<file path="src/rtl/mem_ctrl.sv">
// Byte-serial memory controller: LSB loads/stores and 4-byte fetches over a byte-wide RAM/IO bus.
// Optional: define MEMCTRL_IO_STALL_EN to hold IO-region store bytes while io_buffer_full is high.
module mem_ctrl #(
   parameter int         ADDR_W = 32,
   parameter logic [1:0] IO_HI  = 2'b11
) (
   input  logic              clk_in,
   input  logic              rst_n_in,
   input  logic              rdy_in,
   input  logic              clear,
   input  logic              ls_enable,
   input  logic [ADDR_W-1:0] addr,
   input  logic [31:0]       store_val,
   input  logic [3:0]        lsb_type,
   output logic              ls_finished,
   output logic [31:0]       load_val,
   input  logic              if_enable,
   input  logic [ADDR_W-1:0] if_addr,
   output logic              if_finished,
   output logic [31:0]       if_data,
   input  logic [7:0]        mem_din,
   output logic [7:0]        mem_dout,
   output logic [ADDR_W-1:0] mem_a,
   output logic              mem_wr,
   input  logic              io_buffer_full
);

   typedef enum logic [1:0] {S_IDLE, S_LOAD, S_STORE, S_FETCH} state_t;

   state_t            r_state;
   logic [ADDR_W-1:0] r_addr;
   logic [2:0]        r_cnt;
   logic [2:0]        r_n;
   logic [1:0]        r_sz;
   logic              r_uns;
   logic              r_clr;
   logic [31:0]       r_wdata;
   logic [31:0]       r_rdata;

   logic [2:0]        w_n_ls;
   logic [1:0]        w_idx;
   logic [31:0]       w_word;
   logic [31:0]       w_ext;
   logic [ADDR_W-1:0] w_st_a;
   logic              w_stall_acc;
   logic              w_stall_st;

   assign w_n_ls = (lsb_type[1:0] == 2'd0) ? 3'd1 :
                   (lsb_type[1:0] == 2'd1) ? 3'd2 : 3'd4;
   // Read byte k lands two edges after its address, so the byte arriving now is r_cnt-1.
   assign w_idx  = r_cnt[1:0] - 2'd1;
   assign w_st_a = r_addr + ADDR_W'(r_cnt);

`ifdef MEMCTRL_IO_STALL_EN
   assign w_stall_acc = io_buffer_full && (addr[17:16] == IO_HI);
   assign w_stall_st  = io_buffer_full && (w_st_a[17:16] == IO_HI);
`else
   logic w_unused_io;
   assign w_unused_io = io_buffer_full;
   assign w_stall_acc = 1'b0;
   assign w_stall_st  = 1'b0;
`endif

   always_comb begin
      w_word = r_rdata;
      w_word[{w_idx, 3'b000} +: 8] = mem_din;
      case (r_sz)
         2'd0:    w_ext = r_uns ? {24'd0, w_word[7:0]}  : {{24{w_word[7]}},  w_word[7:0]};
         2'd1:    w_ext = r_uns ? {16'd0, w_word[15:0]} : {{16{w_word[15]}}, w_word[15:0]};
         default: w_ext = w_word;
      endcase
   end

   // NOTE: sequential state uses <= only, so every branch below sees pre-edge register values.
   always_ff @(posedge clk_in or negedge rst_n_in) begin
      if (!rst_n_in) begin
         r_state     <= S_IDLE;
         r_addr      <= '0;
         r_cnt       <= '0;
         r_n         <= '0;
         r_sz        <= '0;
         r_uns       <= 1'b0;
         r_clr       <= 1'b0;
         r_wdata     <= '0;
         r_rdata     <= '0;
         mem_a       <= '0;
         mem_dout    <= '0;
         mem_wr      <= 1'b0;
         ls_finished <= 1'b0;
         if_finished <= 1'b0;
         load_val    <= '0;
         if_data     <= '0;
      end else if (rdy_in) begin
         ls_finished <= 1'b0;
         if_finished <= 1'b0;
         case (r_state)
            S_IDLE: begin
               r_cnt <= '0;
               r_clr <= 1'b0;
               if (!clear && ls_enable) begin
                  r_addr  <= addr;
                  r_n     <= w_n_ls;
                  r_sz    <= lsb_type[1:0];
                  r_uns   <= lsb_type[2];
                  r_wdata <= store_val;
                  mem_a   <= addr;
                  if (lsb_type[3]) begin
                     r_state <= S_STORE;
                     if (!w_stall_acc) begin
                        mem_wr   <= 1'b1;
                        mem_dout <= store_val[7:0];
                        r_cnt    <= 3'd1;
                     end
                  end else begin
                     r_state <= S_LOAD;
                  end
               end else if (!clear && if_enable) begin
                  r_addr  <= if_addr;
                  r_n     <= 3'd4;
                  mem_a   <= if_addr;
                  r_state <= S_FETCH;
               end
            end
            S_LOAD, S_FETCH: begin
               if (clear) begin
                  r_state <= S_IDLE;
               end else if (r_cnt == r_n) begin
                  if (r_state == S_LOAD) begin
                     load_val    <= w_ext;
                     ls_finished <= 1'b1;
                  end else begin
                     if_data     <= w_word;
                     if_finished <= 1'b1;
                  end
                  r_state <= S_IDLE;
               end else begin
                  if (r_cnt + 3'd1 < r_n) mem_a <= mem_a + ADDR_W'(1);
                  if (r_cnt != 3'd0) r_rdata[{w_idx, 3'b000} +: 8] <= mem_din;
                  r_cnt <= r_cnt + 3'd1;
               end
            end
            S_STORE: begin
               // A committed store always completes; a flush only hides its pulse.
               if (clear) r_clr <= 1'b1;
               if (r_cnt < r_n) begin
                  if (w_stall_st) begin
                     mem_wr <= 1'b0;
                  end else begin
                     mem_a    <= w_st_a;
                     mem_dout <= r_wdata[{r_cnt[1:0], 3'b000} +: 8];
                     mem_wr   <= 1'b1;
                     r_cnt    <= r_cnt + 3'd1;
                  end
               end else begin
                  mem_wr      <= 1'b0;
                  load_val    <= '0;
                  ls_finished <= !(r_clr || clear);
                  r_state     <= S_IDLE;
               end
            end
            default: r_state <= S_IDLE;
         endcase
      end
   end

endmodule
</file>
<file path="config.mk">
export PLATFORM = sky130hd
export DESIGN_NAME = mem_ctrl
export DESIGN_NICKNAME = d
export VERILOG_FILES = /design/src/rtl/mem_ctrl.sv
export SDC_FILE = /design/constraint.sdc
export NUM_CORES = 1
export LEC_CHECK = 0
export ABC_AREA = 1
export BUFFER_PORTS_ARGS = -buffer_cell sky130_fd_sc_hd__buf_4
export CORE_ASPECT_RATIO = 0.8
export CORE_MARGIN = 1
export CORE_UTILIZATION = 35
export CTS_CLUSTER_SIZE = 14
export DETAILED_ROUTE_END_ITERATION = 16
export SYNTH_ARGS = -nofsm -noshare
export SYNTH_HDL_FRONTEND = slang
export SYNTH_SLANG_ARGS = --single-unit
export TNS_END_PERCENT = 30
</file>
<file path="constraint.sdc">
create_clock -name clk_in -period 2.59 [get_ports clk_in]
set_input_delay 0.1295 -clock clk_in [delete_from_list [all_inputs] [get_ports clk_in]]
set_output_delay 0.1295 -clock clk_in [all_outputs]
set_load 0.01 [all_outputs]
</file>
* Word level (Yosys, flattened, before mapping)
Index checks and enable logic that the tools add are counted.
** Storage, ports and cells
- Output and inout bits :: 107
- Bits of input ports :: 115
- Register bits after elaboration :: 215
** Operators by class
- Bitwise operators :: 3
- Mux-type cells :: 52
- Add/subtract/negate cells :: 5
- Reduce and logical (&&, ||, !) cells :: 24
- Order comparisons :: 2
- Shifts and indexed selects :: 3
- Eq/ne operators :: 18
** Operators by type and width (number)
- $mux 32 :: 12
- $pmux 32 s2 :: 2
- $pmux 32 s3 :: 1
- $add 32x1->32 const B :: 1
- $add 32x3->32 :: 1
- $bwmux 32 :: 1
- $shift 8x7->32 const A :: 1
- $shiftx 32x6->8 :: 1
- $shiftx 8x7->32 :: 1
- $mux 8 :: 3
- $mux 3 :: 7
- $ne 2x2->1 const B :: 10
- $pmux 8 s2 :: 1
- $reduce_and 5->1 :: 3
- $mux 1 :: 14
- $mux 2 :: 6
- $reduce_and 4->1 :: 3
- $reduce_and 6->1 :: 2
- $pmux 3 s3 :: 1
- $reduce_and 3->1 :: 3
- $neg 5->7 :: 1
- $eq 2x1->1 const B :: 3
- $logic_not 2->1 :: 3
- $lt 3x3->1 :: 2
- 14 further kinds :: 24

* Logic depth before layout (Yosys ltp)
Gate-level depths: netlist (run 1).
- Depth in word-level cells :: 10
- Depth in mapped cells :: 14
- Depth with buffers taken out :: 14

* Worst setup path after synthesis (run 1)
OpenSTA, ideal clock, no wires.
- Path kind :: register to register
- Start :: register r_cnt[0]
- End :: register mem_a[29]
- Clock period less this slack :: 2.369 ns
- Path slack :: 0.221 ns
- Cell stages (with the launch flop) :: 15
- Arrival time :: 2.252 ns
- Setup time :: 0.117 ns
- Path buffers :: 3
- Cell sequence :: dfrtp_1 > buf_4 > inv_1 > buf_2 > ha_1 > ha_1 > nand3b_1 > nand2_1 > a21oi_2 > nand2_4 > buf_6 > nor2_1 > nand2_1 > nor2_1 > nor2_1
** On the way
- Word-level cells in the longest chain between the ends :: 4
** RTL lines
- start, declared :: RTL line 32 : logic [2:0] r_cnt;
- start signal, assigned :: RTL line 139 : r_cnt <= r_cnt + 3'd1;
- start signal, assigned :: RTL line 152 : r_cnt <= r_cnt + 3'd1;
- parallel branches: the longest is 4 deep, another holds $add 32x3->32
- end signal, assigned :: RTL line 120 : mem_a <= if_addr;
- end signal, assigned :: RTL line 137 : if (r_cnt + 3'd1 < r_n) mem_a <= mem_a + ADDR_W'(1);
- end signal, assigned :: RTL line 149 : mem_a <= w_st_a;
- end, declared :: RTL line 23 : output logic [ADDR_W-1:0] mem_a,
Several ways; the timed one is not identified. The select of a mux whose other input is x is not followed.
A chain may end at the register's enable or synchronous reset.

* Worst setup path after layout (run 1)
- Start :: register r_state[0]
- End :: register r_n[0]
** On the way
- Word-level cells in the longest chain between the ends :: 2
** RTL lines
- start, declared :: RTL line 30 : state_t r_state;
- start signal, assigned :: RTL line 77 : r_state <= S_IDLE;
- start signal, assigned :: RTL line 108 : r_state <= S_STORE;
- start signal, assigned :: RTL line 115 : r_state <= S_LOAD;
- $logic_not 2->1 :: RTL line 96 : case (r_state)
- $reduce_and 3->1 (no line)
- end signal, assigned :: RTL line 102 : r_n <= w_n_ls;
- end, declared :: RTL line 33 : logic [2:0] r_n;
Every way passes these cells.

==> results.md, run 1 <==
- Outcome: finished clean
- Arrival time worst endpoint: 2.81 ns
- RSZ-0062 raised after global routing: false
- Routed len/inst: ~17 µm
- Worst-Margin Slew: roughly 0.84 ns
- Mean area per synthesized cell: slightly above 7 µm²
- Critical path capture point type: flop
- Total CTS buffers: 25
- RR Startpoint: r_state[0]$_DFFE_PN0P_
- Yosys reg bits: around 220
- Worst setup SP type: flop
- Pint: 10070 µW
- Detailed-route wire length: 41330 µm
- Pre-Repair DR Iteration Count: 5
- Hold Slack: 0.03360 ns
- Pwr dens: roughly 1100 nW/µm²
- Max H-tree Level: 1
- Clock Path Buffers: 3
- Final core utilization: 46.66%
- Worst vdd ir: 551.2 µV
- Total Routing Usage GR: between 20% and 30%
- Die Y: 168.1 µm
- Max-Cap Viols: 0
- Syn Inst Count: 1699
- Min-delay src: if_addr[30]
- Post-Syn Area: 12080 µm²
- Largest net degree at the start of global routing: 88
- Worst Reg-to-Reg Cells: 9
- Via count: about 12000
- WP data required: between 3 and 4 ns
- R2R setup slack: 0.24 ns
- Nets: 2117
- Initial antenna violation count: 0
- DRC: 0
- Sink Count: around 220
- Detail Route Antenna Nets: 0
- Die Width: ~210 µm
- Period Utilization, post-route: between 90% and 100%
- Die area: 35250 µm²
- Post-CTS Setup Repair Bufs: 0
- IO Port Bufs: 220
- Final hold violation count: 0
- Combinational power share: 45.2%
- Max Slew Vio Count: 0
- Core region area: about 34000 µm²
- Critical path type: reg2reg
- Largest fanout on the critical path: 38
- Share of layout cells above drive strength 1: 16.28%
- Switch share: 43.26%
- TritonCTS clock tree: yes
- Clock root buffer: clkbuf_16
- Initial Utilization: about 36%
- Row count: 60
- Slew margin rel.: between 40% and 50%
- R2R Path End: r_n[0]$_DFFE_PN0P_
- Final setup violation count: 0
- Fill count: approximately 3400
- Vias in the first global route: 11410
- Area Overhead vs Synth: 30.53%
- Skew-Pair Late Insertion Delay: 0.53 ns
- Synth unique cells: 41
- Ports: 222
- GP Congestion: 0.9263
- Sw power: 7677 µW
- Drt first-iter violations: 1048
- F_max: between 400 and 500 MHz
- Minimum clock period: between 2 and 2.5 ns
- Vias per inst: ~5.0
- Post-synthesis sequential area ratio: roughly 45%
- Clock share of power: 19.5%
- First-pass GRT wire length: between 60000 and 70000 µm
- Sequential power share: 35.3%
- Synth warnings: 0
- Overflow left after global routing: 0
- Net Count, Synth: 1830
- LEAKAGE: between 0.007 and 0.008 µW
- Final Skew: 0.009373 ns
- CTS clk-pin slew, worst paths: 0.06 ns
- Total negative setup slack: 0 ns
- Min-delay worst type: in2reg
- Antenna cells: 0
- End point of the worst hold path: r_addr[30]$_DFFE_PN0P_
- DP HPWL: 30420 µm
- Hold path cells: 5
## repair_timing
item / in CTS / in global routing
hold endpoints to repair: 125 / 0
resized for setup: 0 / 7
hold buffers: 80 / 0
setup endpoints to repair: 0 / 4
## cells in the mapped netlist, drive strengths merged
master	count	area [µm²]
nor2	204	808.3
dfrtp	215	5380
o22ai	19	118.9
o21ai	180	904.6
mux2	8	90.09
clkinv	1	3.750
xnor2	1	8.760
mux2i	3	30.03
nand4	6	37.54
a31oi	14	87.58
o211ai	12	90.09
o31ai	9	67.56
inv	173	649.4
a21oi	40	222.7
or2	6	37.54
ha	15	187.7
o21bai	1	7.510
xor2	2	17.52
o221ai	2	17.52
a211oi	1	20.02
buf	50	315.3
fa	1	20.02
clkbuf	17	66.31
nand3	113	565.5
a22oi	1	7.510
nand2	602	2282
nor3	1	16.27
nand3b	2	15.01
## per-stage QoR
| step | std cells | total power (µW) | instance area (µm²) | setup WS (ns) |
|---|---|---|---|---|
| finish | 2436 | 17750 | 15760 | 0.2396 |
| global route | 2436 | 19100 | 15760 | 0.03925 |
| CTS | 2436 | 17770 | 15750 | 0.03057 |
| detailed placement | 2313 | 14070 | 14160 | 0.2792 |
| global placement | 2313 | 13930 | 14160 | 0.3072 |
| floorplan | 1699 | 10750 | 12080 | 0.2214 |
## flip-flops by register name, indices dropped and copies added (netlist names)
signal	count
if_data	32
load_val	32
mem_a	32
r_addr	32
r_rdata	32
r_wdata	32
mem_dout	8
r_cnt	3
r_n	3
r_state	2
r_sz	2
if_finished	1
ls_finished	1
mem_wr	1
r_clr	1
r_uns	1
## area by class of cell
class / instances / area [µm²] / share of cell area (%)
multi-input combinational: 1243 / 5660 / 35.91
inverter: 174 / 659.4 / 4.184
tap: 434 / 543.0 / 3.445
timing repair buffer: 327 / 2728 / 17.31
clock inverter: 4 / 51.30 / 0.3255
clock buffer: 39 / 738.2 / 4.684
sequential: 215 / 5381 / 34.14
## cells in the final DEF (no fill, tap or decap), drive strengths merged
| cell type | n |
|---|---|
| nand2 | 602 |
| buf | 246 |
| dfrtp | 215 |
| nor2 | 204 |
| o21ai | 180 |
| inv | 172 |
| nand3 | 113 |
| dlygate4sd3 | 80 |
| a21oi | 40 |
| clkbuf | 40 |
| o22ai | 19 |
| ha | 15 |
| a31oi | 14 |
| o211ai | 12 |
| o31ai | 9 |
| mux2 | 8 |
| nand4 | 6 |
| or2 | 6 |
| clkinv | 4 |
| mux2i | 3 |
| nand3b | 2 |
| o221ai | 2 |
| xor2 | 2 |
| xnor2 | 1 |
| nor3 | 1 |
| a211oi | 1 |
| o21bai | 1 |
| a22oi | 1 |
| fa | 1 |
| bufinv | 1 |
| clkinvlp | 1 |
## power groups by stage
stage	Clock [µW]	Combinational (µW)	Sequential, µW
2_1_floorplan	0	4570	6180
3_3_place_gp	0	7680	6250
3_5_place_dp	0	7800	6270
4_1_cts	3560	7980	6230
5_1_grt	3670	8970	6450
6_report	3470	8020	6260
## critical path, cell delays in order, from the launching register on
cell           delay, ns
dfrtp_2             0.52
clkinv_2            0.28
nand2_2             0.24
nor2_1              0.07
inv_2               0.12
nor2_4              0.06
inv_4               0.26
nand2_1             0.09
o31ai_1             0.07
dlygate4sd3_1       0.57
## how the worst max path moves through the flow
stage	start	to	slack (ns)
floorplan	r_cnt[0]$_DFFE_PN0P_	mem_a[29]$_DFFE_PN0P_	0.22
global placement	r_cnt[0]$_DFFE_PN0P_	mem_a[21]$_DFFE_PN0P_	0.31
detailed placement	r_cnt[0]$_DFFE_PN0P_	mem_a[21]$_DFFE_PN0P_	0.28
CTS	r_state[0]$_DFFE_PN0P_	r_n[0]$_DFFE_PN0P_	0.03
global route	r_cnt[0]$_DFFE_PN0P_	mem_a[16]$_DFFE_PN0P_	0.04
finish	r_state[0]$_DFFE_PN0P_	r_n[0]$_DFFE_PN0P_	0.24
## kinds of logic (layout without fill, tap and decap cells)
kind of cell	Yosys count	count (layout)	share of synthesized area [%]
AND/OR/NAND/NOR	934	934	31.16
multiplexers	11	11	0.9948
buffers and inverters	241	544	8.569
XOR/XNOR	3	3	0.2176
adder cells (fa/ha/maj)	16	16	1.720
AO/OA/AOI/OAI	279	279	12.79
flip-flops	215	215	44.55
## metal layers
layer	GRT usage [%]	part of all wire, %
met2	32.49	40
met5	0	0
met3	4.738	7.9
met1	36.57	50
met4	5.268	2.0
No activity file was read; power rests on OpenSTA's default activity.
==> run 2, diff against run 1 <==
- MAX_ROUTING_LAYER: not set -> met4
==> results.md, run 2 (synthesized netlist as in run 1, its figures left out) <==
- Die area: 35250 µm² (unchanged)
- Post-CTS Setup Repair Bufs: 0 (unchanged)
- Final core utilization: 46.80% (+0.15 points)
- Vias in the first global route: 11100 (-2.7%)
- Overflow left after global routing: 0 (unchanged)
- Worst-Margin Slew: 0.8275 ns (-0.01092 ns)
- Critical path type: reg2reg
- Die Y: 168.1 µm (unchanged)
- Core region area: 33780 µm² (unchanged)
- Period Utilization, post-route: 93.36% (+2.6 points)
- Arrival time worst endpoint: 2.85 ns (+0.04 ns)
- Skew-Pair Late Insertion Delay: 0.54 ns (about the same)
- Drt first-iter violations: 1069 (+2.0%)
- Seq. cell area: 5381 µm² (unchanged)
- DP HPWL: 30630 µm (+0.68%)
- Vias per inst: 4.995 (+0.72%)
- Ports: 222 (unchanged)
- Sequential power share: 34.5% (-0.8 points)
- Area Overhead vs Synth: 30.94%
- GP Congestion: 0.9378 (+1.2%)
- Sw power: 7744 µW (+0.86%)
- First-pass GRT wire length: 64210 µm (-0.21%)
- DRC: 0 (unchanged)
- WP data required: 3.02 ns (-0.03 ns)
- Antenna cells: 0 (unchanged)
- Worst vdd ir: 560.2 µV (+1.6%)
- Min-delay worst type: in2reg
- Pwr dens: 1145 nW/µm² (+1.7%)
- Row count: 60 (unchanged)
- Final setup violation count: 0 (unchanged)
- Commonest cells after routing, fill and taps aside: nand2_1, buf_4, dfrtp_1
- Critical path capture point type: flop
- Placed cell area: 14170 µm² (+0.11%)
- Max H-tree Level: 1 (unchanged)
- Area occupied by multi-input gates: 5660 µm² (unchanged)
- Pint: 10360 µW (+2.9%)
- Final Skew: 0.01285 ns (+0.003476 ns)
- Routed len/inst: 17.06 µm (+0.53%)
- Outcome: finished clean
- Total CTS buffers: 25 (unchanged)
- Sink Count: 215 (unchanged)
- Initial antenna violation count: 0 (unchanged)
- Detail Route Antenna Nets: 0 (unchanged)
- CTS clk-pin slew, worst paths: 0.07 ns (about the same)
- Share of layout cells above drive strength 1: 16.69% (+0.41 points)
- Fill count: 3404 (+0.77%)
- Largest net degree at the start of global routing: 77 (-13%)
- Clock Path Buffers: 3 (unchanged)
- Slew margin rel.: 44.75% (+0.73 points)
- F_max: 413.5 MHz (-2.8%)
- Max-Cap Viols: 0 (unchanged)
- Switch share: 42.78% (-0.48 points)
- Largest fanout on the critical path: 6 (-84%)
- Initial Utilization: 35.74% (unchanged)
- TritonCTS clock tree: yes
- Nets: 2114 (-0.14%)
- Clock share of power: 21.1% (+1.6 points)
- Via count: 12160 (+0.68%)
- IO Port Bufs: 220 (unchanged)
- Clock root buffer: clkbuf_16
- LEAKAGE: 0.007806 µW (+0.42%)
- Max Slew Vio Count: 0 (unchanged)
- Combinational power share: 44.3% (-0.9 points)
- Total Routing Usage GR: 24.13% (+0.76 points)
- Minimum clock period: 2.418 ns (+0.06773 ns)
- Detailed-route wire length: 41530 µm (+0.49%)
- RSZ-0062 raised after global routing: false
- Final hold violation count: 0 (unchanged)
- Worst setup SP type: flop
- Die Width: 209.7 µm (unchanged)
- Pre-Repair DR Iteration Count: 5 (unchanged)
- Total negative setup slack: 0 ns (unchanged)
- Post-route cell area: 15810 µm² (+0.32%)
- Commonest non-fill, non-tap cell in the layout: nand2_1
[run 2: worst paths after layout]
check                      cells past startpoint  slack (ns)                    start                       to
setup / recovery                              13        0.17     r_cnt[0]$_DFFE_PN0P_    mem_a[16]$_DFFE_PN0P_
hold / removal                                 5        0.02              if_addr[31]   r_addr[31]$_DFFE_PN0P_
setup reg to reg                              13        0.17     r_cnt[0]$_DFFE_PN0P_    mem_a[16]$_DFFE_PN0P_
hold reg to reg                                2        0.47  r_wdata[28]$_DFFE_PN0P_  r_wdata[28]$_DFFE_PN0P_
max in group asynchronous                      3        1.54                 rst_n_in   if_data[4]$_DFFE_PN0P_
min in group asynchronous                      2        0.22                 rst_n_in  mem_dout[5]$_DFFE_PN0P_
[run 2: stage by stage]
stage                     hold slack, ns  worst slack [ns]  cells  power [µW]
after floorplan                  -0.1661            0.2214   1699       10750
after global routing             0.03591           0.01660   2435       19430
after CTS                       0.002349            0.1032   2435       18100
after global placement            0.2043            0.2924   2315       13940
final                            0.02474            0.1719   2435       18100
after detailed placement          0.2058            0.2720   2315       14070
[run 2: per-layer routing]
layer	routed length, µm	GRT usage, %	vias up
met1	21100	37.63	5671
met4	650	4.538	0
met5	0	-	-
met3	2907	3.675	44
li1	-	-	5985
met2	16880	32.49	462
[run 2: critical path, stage by stage, from the launching register on]
cell     delay (ns)
dfrtp_1        0.40
ha_1           0.21
inv_1          0.08
fa_1           0.36
inv_1          0.10
nand2_1        0.06
nand2_1        0.10
nand2_1        0.18
nor2_1         0.29
nand4_1        0.13
nand3_1        0.20
nand3_1        0.09
nand2_1        0.07
inv_1          0.04
[run 2: power groups by stage]
stage / sequential (µW) / combinational, µW / clock, µW
5_1_grt: 6430 / 8970 / 4030
2_1_floorplan: 6180 / 4570 / 0
3_5_place_dp: 6260 / 7810 / 0
4_1_cts: 6220 / 7980 / 3900
6_report: 6250 / 8030 / 3820
3_3_place_gp: 6250 / 7690 / 0
[run 2: timing repair]
| action | CTS | global route |
|---|---|---|
| endpoints found under the hold margin | 142 | 0 |
| setup endpoints to repair | 0 | 5 |
| resized for setup | 0 | 3 |
| hold buffers | 75 | 0 |
[run 2: final cells by class]
class	instances	share of cell area, %
sequential	215	34.04
timing repair buffer	324	17.03
clock inverter	10	0.9892
clock buffer	35	4.574
tap	434	3.434
inverter	174	4.139
multi-input combinational	1243	35.80
==> run 3, diff against run 2 <==
- ABC_AREA: 1 -> 0
==> results.md, run 3 <==
- R2R Path End: mem_a[10]$_DFFE_PN0P_
- Detail Route Antenna Nets: 0 (unchanged)
- Drt first-iter violations: 843 (-21%)
- Yosys top cell area share: 47.53% (+3.0 points)
- Synth warnings: 0 (unchanged)
- R2R setup slack: 0.08 ns (-0.09 ns)
- Yosys reg bits: 215 (unchanged)
- RSZ-0062 raised after global routing: true
- Via count: 10160 (-16%)
- Worst Reg-to-Reg Cells: 11 (-2)
- Total negative setup slack: 0 ns (unchanged)
- DRC: 0 (unchanged)
- Final Skew: 0.02806 ns (+0.01521 ns)
- Critical path buffer and inverter count: 3 (unchanged)
- Mean area per synthesized cell: 9.783 µm² (+38%)
- Slew margin rel.: 46.70% (+2.0 points)
- DP HPWL: 26040 µm (-15%)
- Minimum clock period: 2.510 ns (+0.09181 ns)
- Cell class contributing the biggest share of worst-path delay: simple AND/OR/NAND/NOR gates
- Worst-Margin Slew: 0.7995 ns (-0.02805 ns)
- Ys flop type: dfrtp_1
- Max-Cap Viols: 0 (unchanged)
- Pwr dens: 1064 nW/µm² (-7.0%)
- Detailed-route wire length: 36470 µm (-12%)
- Dominant cells by area after synthesis: dfrtp_1, nand2_1, o21ai_0
- Slowest CP cell: dfrtp_2
- Asr flop ratio synth: 100.0% (unchanged)
- Crit-path max cell delay: 0.44 ns (+0.04 ns)
- Total CTS buffers: 25 (unchanged)
- CTS clk-pin slew, worst paths: 0.06 ns (about the same)
- Critical Path Sink: mem_a[10]$_DFFE_PN0P_
- Clock Path Buffers: 3 (unchanged)
- Skew-Pair Late Insertion Delay: 0.54 ns (about the same)
- First-pass GRT wire length: 56670 µm (-12%)
- Row count: 58 (-3.3%)
- F_max: 398.4 MHz (-3.7%)
- Commonest cells after routing, fill and taps aside: buf_4, dfrtp_1, nand2_1
- Inst Count DP: 1783 (-23%)
- Layout Cells excl Fill: 1908 (-22%)
- Max H-tree Level: 1 (unchanged)
- WP data required: 3.00 ns (-0.02 ns)
- Routed len/inst: 19.11 µm (+12%)
- Die Width: 203.1 µm (-3.2%)
- IO Port Bufs: 220 (unchanged)
- Overflow left after global routing: 0 (unchanged)
- Syn Inst Count: 1157 (-32%)
- Arrival time worst endpoint: 2.92 ns (+0.07 ns)
- Largest fanout on the critical path: 20 (+14)
- GP Congestion: 0.9078 (-3.2%)
- Core region area: 31640 µm² (-6.3%)
- LEAKAGE: 0.006938 µW (-11%)
- Pre-Repair DR Iteration Count: 5 (unchanged)
- Min-delay worst type: in2reg
- Initial antenna violation count: 2 (+2)
- Post-synth EDFFs: 0 (unchanged)
- Area Overhead vs Synth: 35.92%
- Post-synthesis sequential area ratio: 47.53% (+3.0 points)
- Met1 Usage GRT: 34.27% (-3.4 points)
- Worst vdd ir: 542.6 µV (-3.1%)
- Nets: 1599 (-24%)
- Sink Count: 215 (unchanged)
- Synth unique cells: 75 (+83%)
- RR Startpoint: r_cnt[0]$_DFFE_PN0P_
- Met3 Usage GRT: 4.042% (+0.37 points)
- Post-Syn Area: 11320 µm² (-6.3%)
- Period Utilization, post-route: 96.91% (+3.5 points)
- Final setup violation count: 0 (unchanged)
- Most frequent cell after synthesis: dfrtp_1
- Dominant cell type by area after synthesis: dfrtp_1
- Largest net degree at the start of global routing: 76 (-1.3%)
- GR Util met2: 30.99% (-1.5 points)
- Max Slew Vio Count: 0 (unchanged)
- Vias in the first global route: 9804 (-12%)
- Worst-path cell chain: inv_2 -> ha_4 -> ha_1 -> nor2b_1 -> o31ai_2 -> nand4_1 -> buf_12 -> nor2_2 -> buf_4 -> nand3_1 -> o2111a_1
- Total Routing Usage GR: 22.58% (-1.5 points)
- Final hold violation count: 0 (unchanged)
- Initial Utilization: 35.77% (about the same)
- Worst setup margin: 0.08009 ns (-0.09181 ns)
- Critical path type: reg2reg
- Synth top cells by count: dfrtp_1, nand2_1, o21ai_0, mux2_2, nor2b_1
- Share of layout cells above drive strength 1: 28.18% (+11 points)
- DP Worst Slack: -0.1034 ns (-0.3753 ns)
- Die Y: 162.8 µm (-3.1%)
- Grt peak-use layer: met1
- Critical path capture point type: flop
- Die area: 33070 µm² (-6.2%)
- Vias per inst: 5.327 (+6.7%)
- Clock root buffer: clkbuf_16
- Setup crit start: r_cnt[0]$_DFFE_PN0P_
- Crit path depth: 11 (-2)
- Worst setup SP type: flop
- Ports: 222 (unchanged)
- Commonest non-fill, non-tap cell in the layout: buf_4
- Net Count, Synth: 1288 (-30%)
- TritonCTS clock tree: yes
- Outcome: finished clean
==> run 3: changes by cell type after synthesis, sizes merged, moves of 25 or more <==
cell	before	now
mux2	8	52
nand3	113	25
inv	173	18
nor2b	0	47
o21ai	180	140
mux2i	3	34
a22o	0	25
nand2	602	206
nor2	204	44
==> run 3: area by class of cell <==
cell class | count | area (µm²)
multi-input cells | 855 | 5627
clock inverters | 10 | 83.83
diodes | 1 | 2.502
well taps | 420 | 525.5
clock buffers | 36 | 726.9
repair buffers | 352 | 2965
flip-flops and latches | 215 | 5381
fillers | 3011 | 16260
inverters | 19 | 71.32
==> run 3: worst reg2reg max path: stages, from the launching register on <==
cell      delay [ns]
dfrtp_2         0.44
inv_2           0.09
ha_4            0.21
ha_1            0.26
nor2b_1         0.14
o31ai_2         0.28
nand4_1         0.19
buf_12          0.21
nor2_2          0.14
buf_4           0.19
nand3_1         0.11
o2111a_1        0.14
==> run 3: metrics by stage <==
stage,hold WS (ns),util [%],power (µW),area (µm²)
after floorplan,-0.1661,-,9764,11350
after global placement,0.1634,43.43,12470,13740
after detailed placement,0.1659,43.43,12650,13740
after CTS,0.0002462,48.46,16340,15330
after global routing,0.02116,48.62,17420,15380
final,0.002004,48.62,16370,15380
==> run 3: worst min-delay path by stage <==
stage               cells past startpoint                endpoint     start
floorplan                               0  if_data[0]$_DFFE_PN0P_  rst_n_in
global placement                        1  if_data[0]$_DFFE_PN0P_  rst_n_in
detailed placement                      1  if_data[0]$_DFFE_PN0P_  rst_n_in
CTS                                     3   r_addr[4]$_DFFE_PN0P_   addr[4]
global route                            4  r_addr[10]$_DFFE_PN0P_  addr[10]
finish                                  3   r_addr[4]$_DFFE_PN0P_   addr[4]
==> run 3: logic make-up (layout without fill, tap and decap cells) <==
kind of cell               after synthesis  in the layout  share of synthesized area [%]
AOI/OAI and AO/OA                      294            294                          16.60
xor gates and xnor gates                29             29                          2.244
adders and majority gates               16             16                          1.835
buffers and inverters                   87            417                          3.449
DFF                                    215            215                          47.53
muxes                                   94             94                          9.772
other                                    0              1                              0
and+or+nand+nor                        422            422                          18.56
==> run 3: timing repair <==
| action | in CTS | in global routing |
|---|---|---|
| pin swaps | 1 | 1 |
| endpoints found under the hold margin | 159 | 0 |
| gates resized for setup | 1 | 11 |
| setup buffers | 2 | 0 |
| setup endpoints to repair | 27 | 30 |
| hold buffers | 76 | 0 |
==> run 3: layer usage <==
metal	vias up	share of wire (%)
met2	363	42
met1	4954	49
li1	4794	-
met5	-	0
met3	53	7.1
met4	0	1.8
==> run 3: power breakdown <==
group | total [µW] | switching (µW) | internal, µW
Combinational | 7040 | 3750 | 3280
Clock | 3500 | 1450 | 2050
Sequential | 5840 | 1300 | 4540
Total | 16400 | 6500 | 9870
